===== src/rtl/mux_pkg.sv =====
// Shared constants and types for the N:1 stream mux.
// Mode encodings and output-stage state.
package mux_pkg;

  localparam logic MODE_FIXED = 1'b0;
  localparam logic MODE_RR    = 1'b1;

  typedef enum logic {
    ST_EMPTY = 1'b0,
    ST_FULL  = 1'b1
  } out_state_e;

endpackage


===== src/rtl/rr_arbiter.sv =====
// Combinational round-robin arbiter.
// Searches ptr+1, ptr+2, ... mod N for the first request.
module rr_arbiter #(
  parameter int N    = 4,
  parameter int SELW = $clog2(N)
) (
  input  logic [N-1:0]    req,
  input  logic [SELW-1:0] ptr,
  output logic [SELW-1:0] gnt_idx,
  output logic            gnt_valid
);

  // first requester after ptr wins; wraps back to ptr itself last
  always_comb begin
    logic [SELW-1:0] cand;
    gnt_idx   = '0;
    gnt_valid = 1'b0;
    cand      = '0;
    for (int k = 1; k <= N; k++) begin
      cand = SELW'((int'(ptr) + k) % N);
      if (!gnt_valid && req[cand]) begin
        gnt_valid = 1'b1;
        gnt_idx   = cand;
      end
    end
  end

endmodule


===== src/rtl/mux_stream_rr.sv =====
// N:1 valid/ready stream mux with registered output.
// Fixed-select or round-robin source selection.
module mux_stream_rr #(
  parameter int WIDTH = 8,
  parameter int N     = 4,
  parameter int SELW  = $clog2(N)
) (
  input  logic                 clk,
  input  logic                 rst,
  input  logic                 mode,
  input  logic [SELW-1:0]      sel,
  input  logic [N-1:0]         in_valid,
  input  logic [N*WIDTH-1:0]   in_data,
  output logic [N-1:0]         in_ready,
  output logic                 out_valid,
  output logic [WIDTH-1:0]     out_data,
  output logic [SELW-1:0]      out_chan,
  input  logic                 out_ready
);

  import mux_pkg::*;

  out_state_e       st_q, st_d;
  logic [WIDTH-1:0] data_q, data_d;
  logic [SELW-1:0]  chan_q, chan_d;
  logic [SELW-1:0]  ptr_q, ptr_d;

  logic [SELW-1:0]  rr_idx;
  logic             rr_valid;
  logic             fx_valid;
  logic [SELW-1:0]  gnt;
  logic             gnt_valid;
  logic [WIDTH-1:0] gnt_data;
  logic             load_en;

  rr_arbiter #(
    .N    (N),
    .SELW (SELW)
  ) u_arb (
    .req       (in_valid),
    .ptr       (ptr_q),
    .gnt_idx   (rr_idx),
    .gnt_valid (rr_valid)
  );

  assign out_valid = (st_q == ST_FULL);
  assign out_data  = data_q;
  assign out_chan  = chan_q;
  assign load_en   = !out_valid || out_ready;

  // fixed-mode grant; out-of-range sel never matches
  always_comb begin
    fx_valid = 1'b0;
    for (int i = 0; i < N; i++) begin
      if (sel == SELW'(i)) fx_valid = in_valid[i];
    end
  end

  // pick grant source by mode and fetch granted data
  always_comb begin
    gnt       = (mode == MODE_RR) ? rr_idx : sel;
    gnt_valid = (mode == MODE_RR) ? rr_valid : fx_valid;
    gnt_data  = '0;
    for (int i = 0; i < N; i++) begin
      if (gnt == SELW'(i)) gnt_data = in_data[i*WIDTH +: WIDTH];
    end
  end

  // one-hot ready to the granted channel when the register can load
  always_comb begin
    in_ready = '0;
    for (int i = 0; i < N; i++) begin
      in_ready[i] = load_en && gnt_valid && (gnt == SELW'(i));
    end
  end

  // output stage next state: load, empty out, or hold
  always_comb begin
    st_d   = st_q;
    data_d = data_q;
    chan_d = chan_q;
    ptr_d  = ptr_q;
    if (load_en) begin
      if (gnt_valid) begin
        st_d   = ST_FULL;
        data_d = gnt_data;
        chan_d = gnt;
        ptr_d  = gnt;
      end else begin
        st_d = ST_EMPTY;
      end
    end
  end

  // state registers; reset gives channel 0 first priority
  always_ff @(posedge clk or posedge rst) begin
    if (rst) begin
      st_q   <= ST_EMPTY;
      data_q <= '0;
      chan_q <= '0;
      ptr_q  <= SELW'(N - 1);
    end else begin
      st_q   <= st_d;
      data_q <= data_d;
      chan_q <= chan_d;
      ptr_q  <= ptr_d;
    end
  end

endmodule


===== config.mk =====
export PLATFORM = sky130hd
export DESIGN_NAME = mux_stream_rr
export DESIGN_NICKNAME = d
export VERILOG_FILES = /design/src/rtl/mux_pkg.sv /design/src/rtl/rr_arbiter.sv /design/src/rtl/mux_stream_rr.sv
export SDC_FILE = /design/constraint.sdc
export NUM_CORES = 1
export LEC_CHECK = 0
export BUFFER_PORTS_ARGS = -buffer_cell sky130_fd_sc_hd__buf_2
export CAP_MARGIN = 20
export CORE_MARGIN = 5
export CORE_UTILIZATION = 45
export CTS_CLUSTER_DIAMETER = 80
export CTS_CLUSTER_SIZE = 14
export DETAILED_ROUTE_END_ITERATION = 6
export GPL_TIMING_DRIVEN = 0
export HOLD_SLACK_MARGIN = 0.15
export PLACE_DENSITY_LB_ADDON = 0.1
export SLEW_MARGIN = 20
export SYNTH_ARGS = -nofsm -noshare
export SYNTH_HDL_FRONTEND = slang
export SYNTH_SLANG_ARGS = --single-unit

===== constraint.sdc =====
create_clock -name clk -period 2.62 [get_ports clk]
set_input_delay 0.131 -clock clk [delete_from_list [all_inputs] [get_ports clk]]
set_output_delay 0.131 -clock clk [all_outputs]
set_load 0.02 [all_outputs]

# == Yosys cells after proc, flatten, opt, wreduce, memory -nomap -nowiden ==
# Cells that the tools add are included.
# word_totals
ff_bits,13
in_bits,42
output_inout_bits,15
word_cells,61
# classes
add_sub_neg,4
order_cmp,4
n_eq_ne,6
mux,27
n_reduce_logical,16
# ops
cell,n
$mux 8,4
$mux 1,14
$lt 2x3->1 const B,4
$mux 2,5
$bmux 1 s2,4
$eq 2x2->1 const B,4
$logic_and 1x1->1,8
$add 2x1->2 const B,2
$add 2x2->2 const B,2
$eq 2x1->1 const B,2
$logic_not 1->1,4
$logic_not 2->1,2
$reduce_and 2->1,1
$logic_or 1x1->1,1

# == Logic depth before layout (Yosys ltp) ==
# Gate-level depths: netlist of run 1.
# logic_depth
ltp_word,19
mapped_depth,8

# == Cells and area by module ==
# A second synthesis of run 1 with hierarchy kept.
# unflattened
hier_cells,66
area_unflattened_um2,910.9
# modules_own_cells
mod,instances,cells_per_inst,area_each_um2,seq_area_each_um2
mux_stream_rr,1,52,819.5,327.8
rr_arbiter,1,14,91.3,0.0

# == Least setup slack after synthesis of run 1 ==
# Ideal clock, no wire load.
# synth_timing
path_kind,reg-to-output
startpoint,register ptr_q[0]
endpoint,output port in_ready[2]
arrival_time_ns,1.882
required_ns,2.489
path_slack_ns,0.607
path_stages_with_launch,8
path_buffers,2
path_cell_list,dfstp_2 > buf_6 > mux2i_1 > nand3_1 > a2111o_1 > a21o_1 > buf_6 > nor2_1
# synth_via
elab_chain_cells,16
# synth_rtl
item,line_no,source
"start, declared",mux_stream_rr.sv:26,"logic [SELW-1:0] ptr_q, ptr_d;"
"start signal, assigned",mux_stream_rr.sv:101,ptr_q <= SELW'(N - 1);
"start signal, assigned",mux_stream_rr.sv:106,ptr_q <= ptr_d;
$add 2x1->2,rr_arbiter.sv:20,cand = SELW'((int'(ptr) + k) % N);
$bmux 1 s2,rr_arbiter.sv:21,if (!gnt_valid && req[cand]) begin
$mux 1 (implied by the code),rr_arbiter.sv:21,
$mux 1,rr_arbiter.sv:21,
$logic_not 1->1,rr_arbiter.sv:21,
$logic_and 1x1->1,rr_arbiter.sv:21,
$mux 1,rr_arbiter.sv:21,
$logic_not 1->1,rr_arbiter.sv:21,
$logic_and 1x1->1,rr_arbiter.sv:21,
$mux 1,rr_arbiter.sv:21,
$logic_not 1->1,rr_arbiter.sv:21,
$logic_and 1x1->1,rr_arbiter.sv:21,
$mux 2 / $mux 1 (equally long branches),rr_arbiter.sv:21,
$mux 2 / $mux 1 (equally long branches),"mux_stream_rr.sv:61, mux_stream_rr.sv:62",
$eq 2x2->1 / $logic_and 1x1->1 (equally long branches),mux_stream_rr.sv:73,in_ready[i] = load_en && gnt_valid && (gnt == SELW'(i));
$logic_and 1x1->1 (*),mux_stream_rr.sv:73,
"end, declared",mux_stream_rr.sv:14,"output logic [N-1:0] in_ready,"
# Mark *: on every way between the ends. The rest lies on a longest branch, timed or not. The select of a mux whose other input is x is not followed.

# == Worst setup path after layout of run 1 ==
# layout_timing
startpoint,register ptr_q[0]
endpoint,output port in_ready[3]
# The elaborated chain is that of the path after synthesis.

==> run metrics, run 1 <==
GRT Util Overall=19.14%; final routed DRC violation total=0; clock root cell=clkbuf_4; Worst-path clk slew=0.08 ns; largest net degree at the start of global routing=14; clock tree buffer depth=2; Cell variety after synth=33; Leakage Power=about 0.69 nW; Routed WL=around 3300 um; post-route design area=around 1500 sq um; startpoint types=flip-flop; Final HPWL DP=2618 um; Worst Max-Slew Pin Slew=around 0.49 ns; Layout area overhead=30.76%; layout cell share with drive strength beyond 1=between 40% and 50%; ranking of synthesized cells by area=dfrtp_1 (24%), a32oi_1 (13%), nor2b_1 (10%); Crit. Startpoint=ptr_q[0]; pre-CTS setup slack=0.5506 ns; cell row count=18; post-layout net count=230; CP Class=reg -> out; endpoints failing setup=0; Yosys reg bits=13; Setup Buffers After CTS=0; DR vias/cell=~5.7; Synth Instances=between 100 and 150; Tcrit/Tclk final=between 90% and 100%; vias in the first global route=1,161; hold_sp=in_data[23]; YS warnings=0; Routed Antenna Nets=0; first-pass GRT wire length=5313 um; Core Area=2455 sq um; PortBufs=55; worst vdd ir=about 0.00047 V; syn nets=about 170; outcome=finished clean; die width=60.22 um; Final min period=2.368 ns; Power per Cell Area=584.0 nW/um^2; initial antenna violation count=0; R2R Path Start=ptr_q[1]; CP Max Fanout=10; Worst Slack Setup Final=0.2524 ns; Cell Area, Synth=roughly 1100 sq um; io pins=57; Die Footprint=around 3600 sq um; most frequent cells after synthesis=nor2b_1 (19), a32oi_1 (17), nand2_1 (13); EDFF count, synth=0; top-count cell post-synth=nor2b_1; Worst EP arrival=2.24 ns; Worst EP required=2.49 ns; CP Capture Type=primary output; Hold WC Path Type=in -> reg; post-placement cell area=1448 sq um; CTS buffer count=3; Fmax=422.4 MHz; clk sinks=13; Synth Flop Type=dfrtp_1; RSZ-0062 raised after global routing=no; clk_skew=0.003057 ns; CTS resizes=0; grt total ovfl=0; top-area cell type share of the netlist area=24.26%; H-Tree Depth=1; DR WL/cell=15.03 um; Vias=1,238; setup tns final=0 ns; TritonCTS clock tree=built; GP Congestion=0.8493; Seq/Total Area, Yosys=between 20 and 30%; worst relative slew slack=67.16%; cell taking the most area after synthesis=dfrtp_1; Hold Slack=just over 0.2 ns; Final Hold Viols=0; Post-Syn Area per Cell=8.936 sq um; worst-skew pair later-pin latency=0.27 ns; Max Slew Vio Count=0; ANT cells=0; FFs w/ async S/R, synth=100.0%; DR pass1 iterations=4; height of the chip=roughly 60 um; Max-Cap Viols=0; Starting Density=46.23%; 1st-iter DRT viols=56
[routing by layer]
layer	track usage (%)	up-vias	wire length, um
met3	3.240	8	199
met5	0	-	0
met2	28.70	46	1513
met1	27.03	584	1484
met4	7.595	0	63
li1	-	600	-
[cell type report]
type                            instances  area (sq um)
Clock buffer                            4         26.28
Fill cell                             246         970.9
Inverter                                6         22.52
Multi-Input combinational cell         96         696.9
Sequential cell                        13         327.8
Tap cell                               30         37.54
Buffer                                 12         87.58
Timing Repair Buffer                   56         285.3
[logic make-up after synthesis]
| group | synth area share [%] |
|---|---|
| flops | 28.89 |
| simple gates | 22.82 |
| compound gates | 34.84 |
| mux | 3.749 |
| buf+inv | 9.702 |
[worst max-delay path, cell delays in order (launching register included)]
cell,delay [ns]
dfstp_2,0.55
buf_6,0.14
mux2i_1,0.19
nand3_1,0.09
a2111o_1,0.43
a21o_1,0.17
buf_6,0.15
nor2_1,0.08
buf_2,0.17
[per-stage QoR]
stage	utilization, %	cells	power, mW
after global routing	60.45	217	0.9369
after floorplan	-	127	0.6049
after CTS	60.45	217	0.8764
after global placement	58.97	212	0.7367
after detailed placement	58.97	212	0.7484
final	60.45	217	0.8665
[registers in the layout, summed over array words and instances, names as in the netlist]
signal     cells
out_chan       2
ptr_q          2
out_valid      1
out_data       8
[placed cells by master (no fill, tap or decap), drive strengths merged, types with 2 or more instances in the layout]
cell	count
dfstp	2
a21oi	2
a21boi	2
nor2	9
nor2b	19
nand3	2
mux2i	2
o21ai	6
buf	64
clkbuf	7
inv	6
o221ai	9
a32oi	17
nand2	13
dfrtp	11
nand2b	2
[power by group]
part	internal [mW]	total [mW]	leakage (nW)	switching, mW
clock network	0.0590	0.122	0.0150	0.0633
registers	0.261	0.296	0.154	0.0353
logic	0.189	0.448	0.519	0.260
[worst paths after layout]
| check | slack [ns] | to | depth (start not counted) |
|---|---|---|---|
| setup / recovery | 0.25 | in_ready[3] | 8 |
| hold / removal | 0.20 | out_data[7] | 3 |
| setup reg to reg | 0.60 | out_data[2] | 6 |
| hold reg to reg | 0.49 | out_chan[0] | 2 |
| max in group asynchronous | 1.85 | ptr_q[1] | 3 |
| min in group asynchronous | 0.41 | out_valid | 3 |
[repair_timing]
item | CTS | global route
endpoints found under the setup margin | 0 | 0
endpoints found under the hold margin | 11 | 0
hold buffers | 1 | 0
Power figures use the tool's default switching activity.
==> run 2: changes to the inputs <==
CORE_UTILIZATION = 47   (was 45)
CTS_BUF_LIST = sky130_fd_sc_hd__clkbuf_8   (was unset)
==> run 2 against run 1 <==
  * Fmax grew 2.4%
  * Die area decreased by 3.6%
  * Total power grew 5.2%
  * Largest power group unchanged
  * Sequential share of layout area fell by 0.24 points
  * Critical path depth did not move
  * Worst hold slack gained 0.041 ns
  * Highest routed layer unchanged
  * Core utilization increased by 6.1 points
  * Sequential power about the same
  * Clock skew down 0.0027 ns
==> run metrics, run 2 (synthesis gave the netlist of run 1 again) <==
max FFs per register=8 (unchanged); Die Footprint=3498 sq um (was 3626 sq um); first-pass GRT wire length=5195 um (was 5313 um); Post-Place Cells=210 (was 212); PortBufs=55 (unchanged); Routed Antenna Nets=0 (unchanged); CP Capture Type=primary output (unchanged); RR Endpoint=out_data[1] (was out_data[2]); Tcrit/Tclk final=88.28% (was 90.37%); 1st-iter DRT viols=61 (was 56); startpoint types=flip-flop (unchanged); worst-skew pair later-pin latency=0.23 ns (was 0.27 ns); CP Class=reg -> out (unchanged); worst relative slew slack=68.99% (was 67.16%); endpoints failing setup=0 (unchanged); Final min period=2.313 ns (was 2.368 ns); clock tree buffer depth=2 (unchanged); Internal=552.7 uW (was 508.1 uW); layout cell share with drive strength beyond 1=41.71% (unchanged); post-layout net count=230 (unchanged); combinational power share=49.3% (was 51.7%); R2R Path Start=ptr_q[1] (unchanged); Routed WL=3176 um (was 3261 um); io pins=57 (unchanged); Leakage Power=0.6992 nW (was 0.6873 nW); Fmax=432.3 MHz (was 422.4 MHz); outcome=finished clean (unchanged); Final Hold Viols=0 (unchanged); R2R cell count=6 (unchanged); DR vias/cell=5.647 (was 5.705); Critical Path End=in_ready[1] (was in_ready[3]); Power per Cell Area=607.7 nW/um^2 (was 584.0 nW/um^2); share of power burned in registers=32.4% (was 34.1%); total power=911.6 uW (was 866.5 uW); Hold WC Path Type=in -> reg (unchanged); final routed DRC violation total=0 (unchanged); most frequent cells in the layout=buf_2 (59), nor2b_1 (19), a32oi_1 (17) (unchanged); most common cell after layout, fill and taps aside=buf_2 (unchanged); Starting Density=50.33% (was 46.23%); Vias=1,214 (was 1,238); die width=59.14 um (was 60.22 um); Worst EP required=2.49 ns (about the same); non-filler cells, final=215 (was 217); Layout area overhead=32.19% (was 30.76%); Core Area=2255 sq um (was 2455 sq um); Max Slew Vio Count=0 (unchanged); hold path cells=3 (unchanged); GP Congestion=0.8460 (was 0.8493); RSZ-0062 raised after global routing=no (unchanged); ANT cells=0 (unchanged); DR WL/cell=14.77 um (was 15.03 um); grt total ovfl=0 (unchanged); post-placement cell area=1445 sq um (was 1448 sq um); r2r setup slk=0.60 ns (about the same); Worst EP arrival=2.18 ns (was 2.24 ns); post-route design area=1500 sq um (was 1484 sq um); initial antenna violation count=0 (unchanged); largest net degree at the start of global routing=14 (unchanged); setup tns final=0 ns (unchanged); vias in the first global route=1,196 (was 1,161); clock power share=18.4% (was 14.1%); Worst Max-Slew Pin Slew=0.4647 ns (was 0.4921 ns); Crit. Startpoint=ptr_q[0] (unchanged); Worst-path clk slew=0.05 ns (was 0.08 ns); CTS buffer count=3 (unchanged); DR pass1 iterations=4 (unchanged); GRT Util Overall=18.66% (was 19.14%); clock root cell=clkbuf_8 (was clkbuf_4); worst vdd ir=0.0005473 V (was 0.0004718 V); clk sinks=13 (unchanged); H-Tree Depth=1 (unchanged); Setup Buffers After CTS=0 (unchanged); CP Max Fanout=10 (unchanged); Net Sw Power=358.9 uW (was 358.4 uW); Hold Slack=0.2441 ns (was 0.2030 ns); Max-Cap Viols=0 (unchanged); cell row count=17 (was 18); clk_skew=0.0003380 ns (was 0.003057 ns); Final HPWL DP=2570 um (was 2618 um); TritonCTS clock tree=built (unchanged); switching share of power=39.37% (was 41.36%); height of the chip=59.14 um (was 60.22 um)
==> run 2: changes by cell type in the layout (fill, tap and decap cells not counted), sizes merged <==
cell    before  now
inv          6    7
clkbuf       7    6
==> run 2: worst min-delay path by stage <==
stage	slack, ns	from	endpoint
6_report	0.24	in_data[18]	out_data[2]
5_1_grt	0.25	in_data[20]	out_data[4]
4_1_cts	0.25	in_data[18]	out_data[2]
3_5_place_dp	0.17	rst	out_valid
3_3_place_gp	0.16	rst	out_chan[1]
2_1_floorplan	0.007	rst	out_chan[0]
==> run 2: layout make-up <==
type	instances	area [sq um]
Buffer	12	87.58
Clock buffer	3	41.29
Clock inverter	1	3.754
Fill cell	200	754.5
Inverter	6	22.52
Multi-Input combinational cell	96	696.9
Sequential cell	13	327.8
Tap cell	28	35.03
Timing Repair Buffer	56	285.3
==> run 2: power groups by stage <==
stage               Clock, mW  Sequential, mW  Combinational, mW
global placement            0           0.294              0.439
finish                  0.167           0.295              0.449
global route            0.185           0.303              0.487
CTS                     0.169           0.295              0.450
detailed placement          0           0.296              0.449
floorplan                   0           0.353              0.252
==> run 2: per-layer routing <==
metal / track usage [%] / vias up / share of wire (%)
met2: 32.02 / 51 / 49
li1: - / 602 / -
met1: 24.40 / 555 / 42
met3: 2.179 / 6 / 7.7
met5: 0 / - / 0
met4: 5.502 / 0 / 1.2
==> run 2: metrics by stage <==
| step | setup WS, ns | utilization (%) |
|---|---|---|
| 2_1_floorplan | 0.6070 | - |
| 3_3_place_gp | 0.5992 | 64.10 |
| 3_5_place_dp | 0.5831 | 64.10 |
| 4_1_cts | 0.3221 | 66.54 |
| 5_1_grt | 0.09537 | 66.54 |
| 6_report | 0.3071 | 66.54 |
==> run 2: critical path, cell delays in order (launching register included) <==
cell and delay (ns):
dfstp_2 0.53, buf_6 0.13, and3b_1 0.17, a221oi_1 0.22, a2bb2oi_1 0.25, nand3_1 0.17
buf_6 0.19, nor2_1 0.11, buf_2 0.18
==> run 2: repair_timing <==
item                      4_1_cts  5_1_grt
gates resized for setup         0        0
hold buffers                    1        0
hold endpoints to repair       11        0
==> run 3: changes to the inputs <==
CORE_UTILIZATION = 44   (was 47)
SYNTH_HIERARCHICAL = 1   (was unset)
==> run 3 against run 2 <==
  * Combinational power fell by 8.0%
  * Final cell count is 29% lower
  * Sequential share of layout area is 3.9 points higher
  * Sequential power up 5%
  * First-iteration DRC count shrank 89%
  * Largest power group unchanged
  * Global-route usage down 2.9 points
  * Largest cell class unchanged
  * Highest routed layer is now met3
  * Synthesized area is 20% lower
  * Critical path type unchanged
  * Routed wire length is 30% lower
  * Die area is 12% lower
==> run metrics, run 3 <==
largest net degree at the start of global routing=14 (unchanged); Synth Instances=66 (was 127); Worst EP arrival=2.16 ns (was 2.18 ns); Hold WC Path Type=in -> reg (unchanged); non-filler cells, final=153 (was 215); Final Hold Viols=0 (unchanged); hold endpoint=out_valid (was out_data[2]); Final HPWL DP=1835 um (was 2570 um); Worst EP required=2.49 ns (about the same); TritonCTS clock tree=built (unchanged); worst relative slew slack=63.91% (was 68.99%); CP Class=reg -> out (unchanged); Fmax=437.0 MHz (was 432.3 MHz); post-layout net count=169 (was 230); die width=55.50 um (was 59.14 um); YS warnings=6 (was 0); total power=896.4 uW (was 911.6 uW); fillcell total=190 (was 200); post-synthesis compound-gate area fraction=5.769% (was 34.84%); Hold Slack=0.1650 ns (was 0.2441 ns); DR WL/cell=14.62 um (was 14.77 um); clk_skew=0.003692 ns (was 0.0003380 ns); Leakage Power=0.6173 nW (was 0.6992 nW); Synth Area in Adders=0% (unchanged); Yosys reg bits=13 (unchanged); RSZ-0062 raised after global routing=no (unchanged); EDFF count, synth=0 (unchanged); setup tns final=0 ns (unchanged); post-synthesis mux area share=45.19% (was 3.749%); DR vias/cell=4.993 (was 5.647); post-route design area=1275 sq um (was 1500 sq um); max FFs per register=8 (unchanged); Cell Area, Synth=910.9 sq um (was 1135 sq um); Core Area=1962 sq um (was 2255 sq um); hold path cells=3 (unchanged); Setup Buffers After CTS=0 (unchanged); DR pass1 iterations=2 (was 4); Cell variety after synth=20 (was 33); Max-Cap Viols=0 (unchanged); PortBufs=55 (unchanged); pre-CTS setup slack=0.3649 ns (was 0.5831 ns); worst vdd ir=0.0004164 V (was 0.0005473 V); post-placement cell area=1220 sq um (was 1445 sq um); Layout area overhead=39.97% (was 32.19%); layout cell share with drive strength beyond 1=69.05% (was 41.71%); GRT Util Overall=15.76% (was 18.66%); Starting Density=46.43% (was 50.33%); GP Congestion=0.7879 (was 0.8460); 1st-iter DRT viols=7 (was 61); startpoint types=flip-flop (unchanged); FFs w/ async S/R, synth=100.0% (unchanged); Worst-path clk slew=0.06 ns (was 0.05 ns); R2R Path Start=ptr_q[1] (unchanged); Final min period=2.288 ns (was 2.313 ns); CP Max Fanout=10 (unchanged); ranking of synthesized cells by area=dfrtp_1 (30%), mux4_2 (17%), mux2_2 (16%) (was dfrtp_1 (24%), a32oi_1 (13%), nor2b_1 (10%)); Synth Flop Type=dfrtp_1 (unchanged); endpoints failing setup=0 (unchanged); cell row count=16 (was 17); Power per Cell Area=703.1 nW/um^2 (was 607.7 nW/um^2); post-layout util=64.99% (was 66.54%); clock root cell=clkbuf_8 (unchanged); H-Tree Depth=1 (unchanged); cell taking the most area after synthesis=dfrtp_1 (unchanged); xor and xnor area share after synthesis=0% (unchanged); R2R cell count=6 (unchanged); Post-Place Cells=148 (was 210); worst-skew pair later-pin latency=0.24 ns (was 0.23 ns); initial antenna violation count=0 (unchanged); Routed Antenna Nets=0 (unchanged); r2r setup slk=0.36 ns (was 0.60 ns); largest family of logic cells by synthesized area=multiplexers (was compound AO/OA/AOI/OAI gates); Post-Syn Area per Cell=13.80 sq um (was 8.936 sq um); clock tree buffer depth=2 (unchanged); io pins=57 (unchanged); simple-gate share of the synthesized area=8.104% (was 22.82%); grt total ovfl=0 (unchanged); Routed WL=2237 um (was 3176 um); top-count cell post-synth=mux2_2 (was nor2b_1); Worst Max-Slew Pin Slew=0.5408 ns (was 0.4647 ns); most common cell after layout, fill and taps aside=buf_2 (unchanged); most frequent cells in the layout=buf_2 (55), mux2_2 (13), dfrtp_1 (11) (was buf_2 (59), nor2b_1 (19), a32oi_1 (17)); Vias=764 (was 1,214); RR Endpoint=out_data[2] (was out_data[1]); outcome=finished clean (unchanged); Worst Slack Setup Final=0.3316 ns (was 0.3071 ns); Seq/Total Area, Yosys=35.99% (was 28.89%); first-pass GRT wire length=3864 um (was 5195 um); vias in the first global route=820 (was 1,196); Max Slew Vio Count=0 (unchanged); top-area cell type share of the netlist area=30.22% (was 24.26%); height of the chip=55.50 um (was 59.14 um); final routed DRC violation total=0 (unchanged); CTS buffer count=3 (unchanged); ANT cells=0 (unchanged); most frequent cells after synthesis=mux2_2 (13), dfrtp_1 (11), mux4_2 (7) (was nor2b_1 (19), a32oi_1 (17), nand2_1 (13)); syn nets=108 (was 169); clk sinks=13 (unchanged); Tcrit/Tclk final=87.35% (was 88.28%); CTS resizes=0 (unchanged); Die Footprint=3080 sq um (was 3498 sq um); CP Capture Type=primary output (unchanged); hold_sp=mode (was in_data[18])
[run 3: timing repair]
action | CTS | global route
hold buffers | 1 | 0
hold endpoints to repair | 11 | 0
endpoints found under the setup margin | 0 | 0
[run 3: kinds of logic after synthesis]
kind of cell | count (synthesis)
muxes | 27
and+or+nand+nor | 14
DFF | 13
AOI/OAI and AO/OA | 6
buffers and inverters | 6
[run 3: power breakdown]
group	total [mW]	internal [mW]	switching, mW
Combinational	0.413	0.208	0.205
Sequential	0.309	0.273	0.0359
Clock	0.174	0.103	0.0710
[run 3: per-layer routing]
metal | GRT usage, % | part of all wire (%)
met5 | 0 | 0
met1 | 18.83 | 39
met4 | 5.208 | 0
met3 | 4.662 | 7.9
met2 | 26.86 | 53
[run 3: cell type report]
cell class	count	area [sq um]	share of cell area, %
clock buffers	3	41.29	3.238
plain buffers	4	37.54	2.944
flip-flops and latches	13	327.8	25.71
inverters	2	7.507	0.5888
clock inverters	1	3.754	0.2944
repair buffers	56	285.3	22.37
multi-input cells	47	538.0	42.20
well taps	27	33.78	2.650
[run 3: worst max-delay path by stage]
stage,slack (ns),depth (start not counted),end,startpoint
2_1_floorplan,0.52,6,out_data[0],ptr_q[1]
5_1_grt,0.19,7,in_ready[1],ptr_q[1]
4_1_cts,0.30,7,in_ready[1],ptr_q[1]
3_5_place_dp,0.36,6,out_data[2],ptr_q[1]
3_3_place_gp,0.40,6,out_data[1],ptr_q[1]
6_report,0.33,7,in_ready[1],ptr_q[1]
[run 3: critical path, cell delays in order (launching register included)]
cell and delay, ns:
dfstp_2 0.57, a21oi_1 0.08, a31oi_1 0.14, a21oi_1 0.10, mux2_2 0.30, clkbuf_1 0.27, nor3_1 0.26, buf_2 0.20
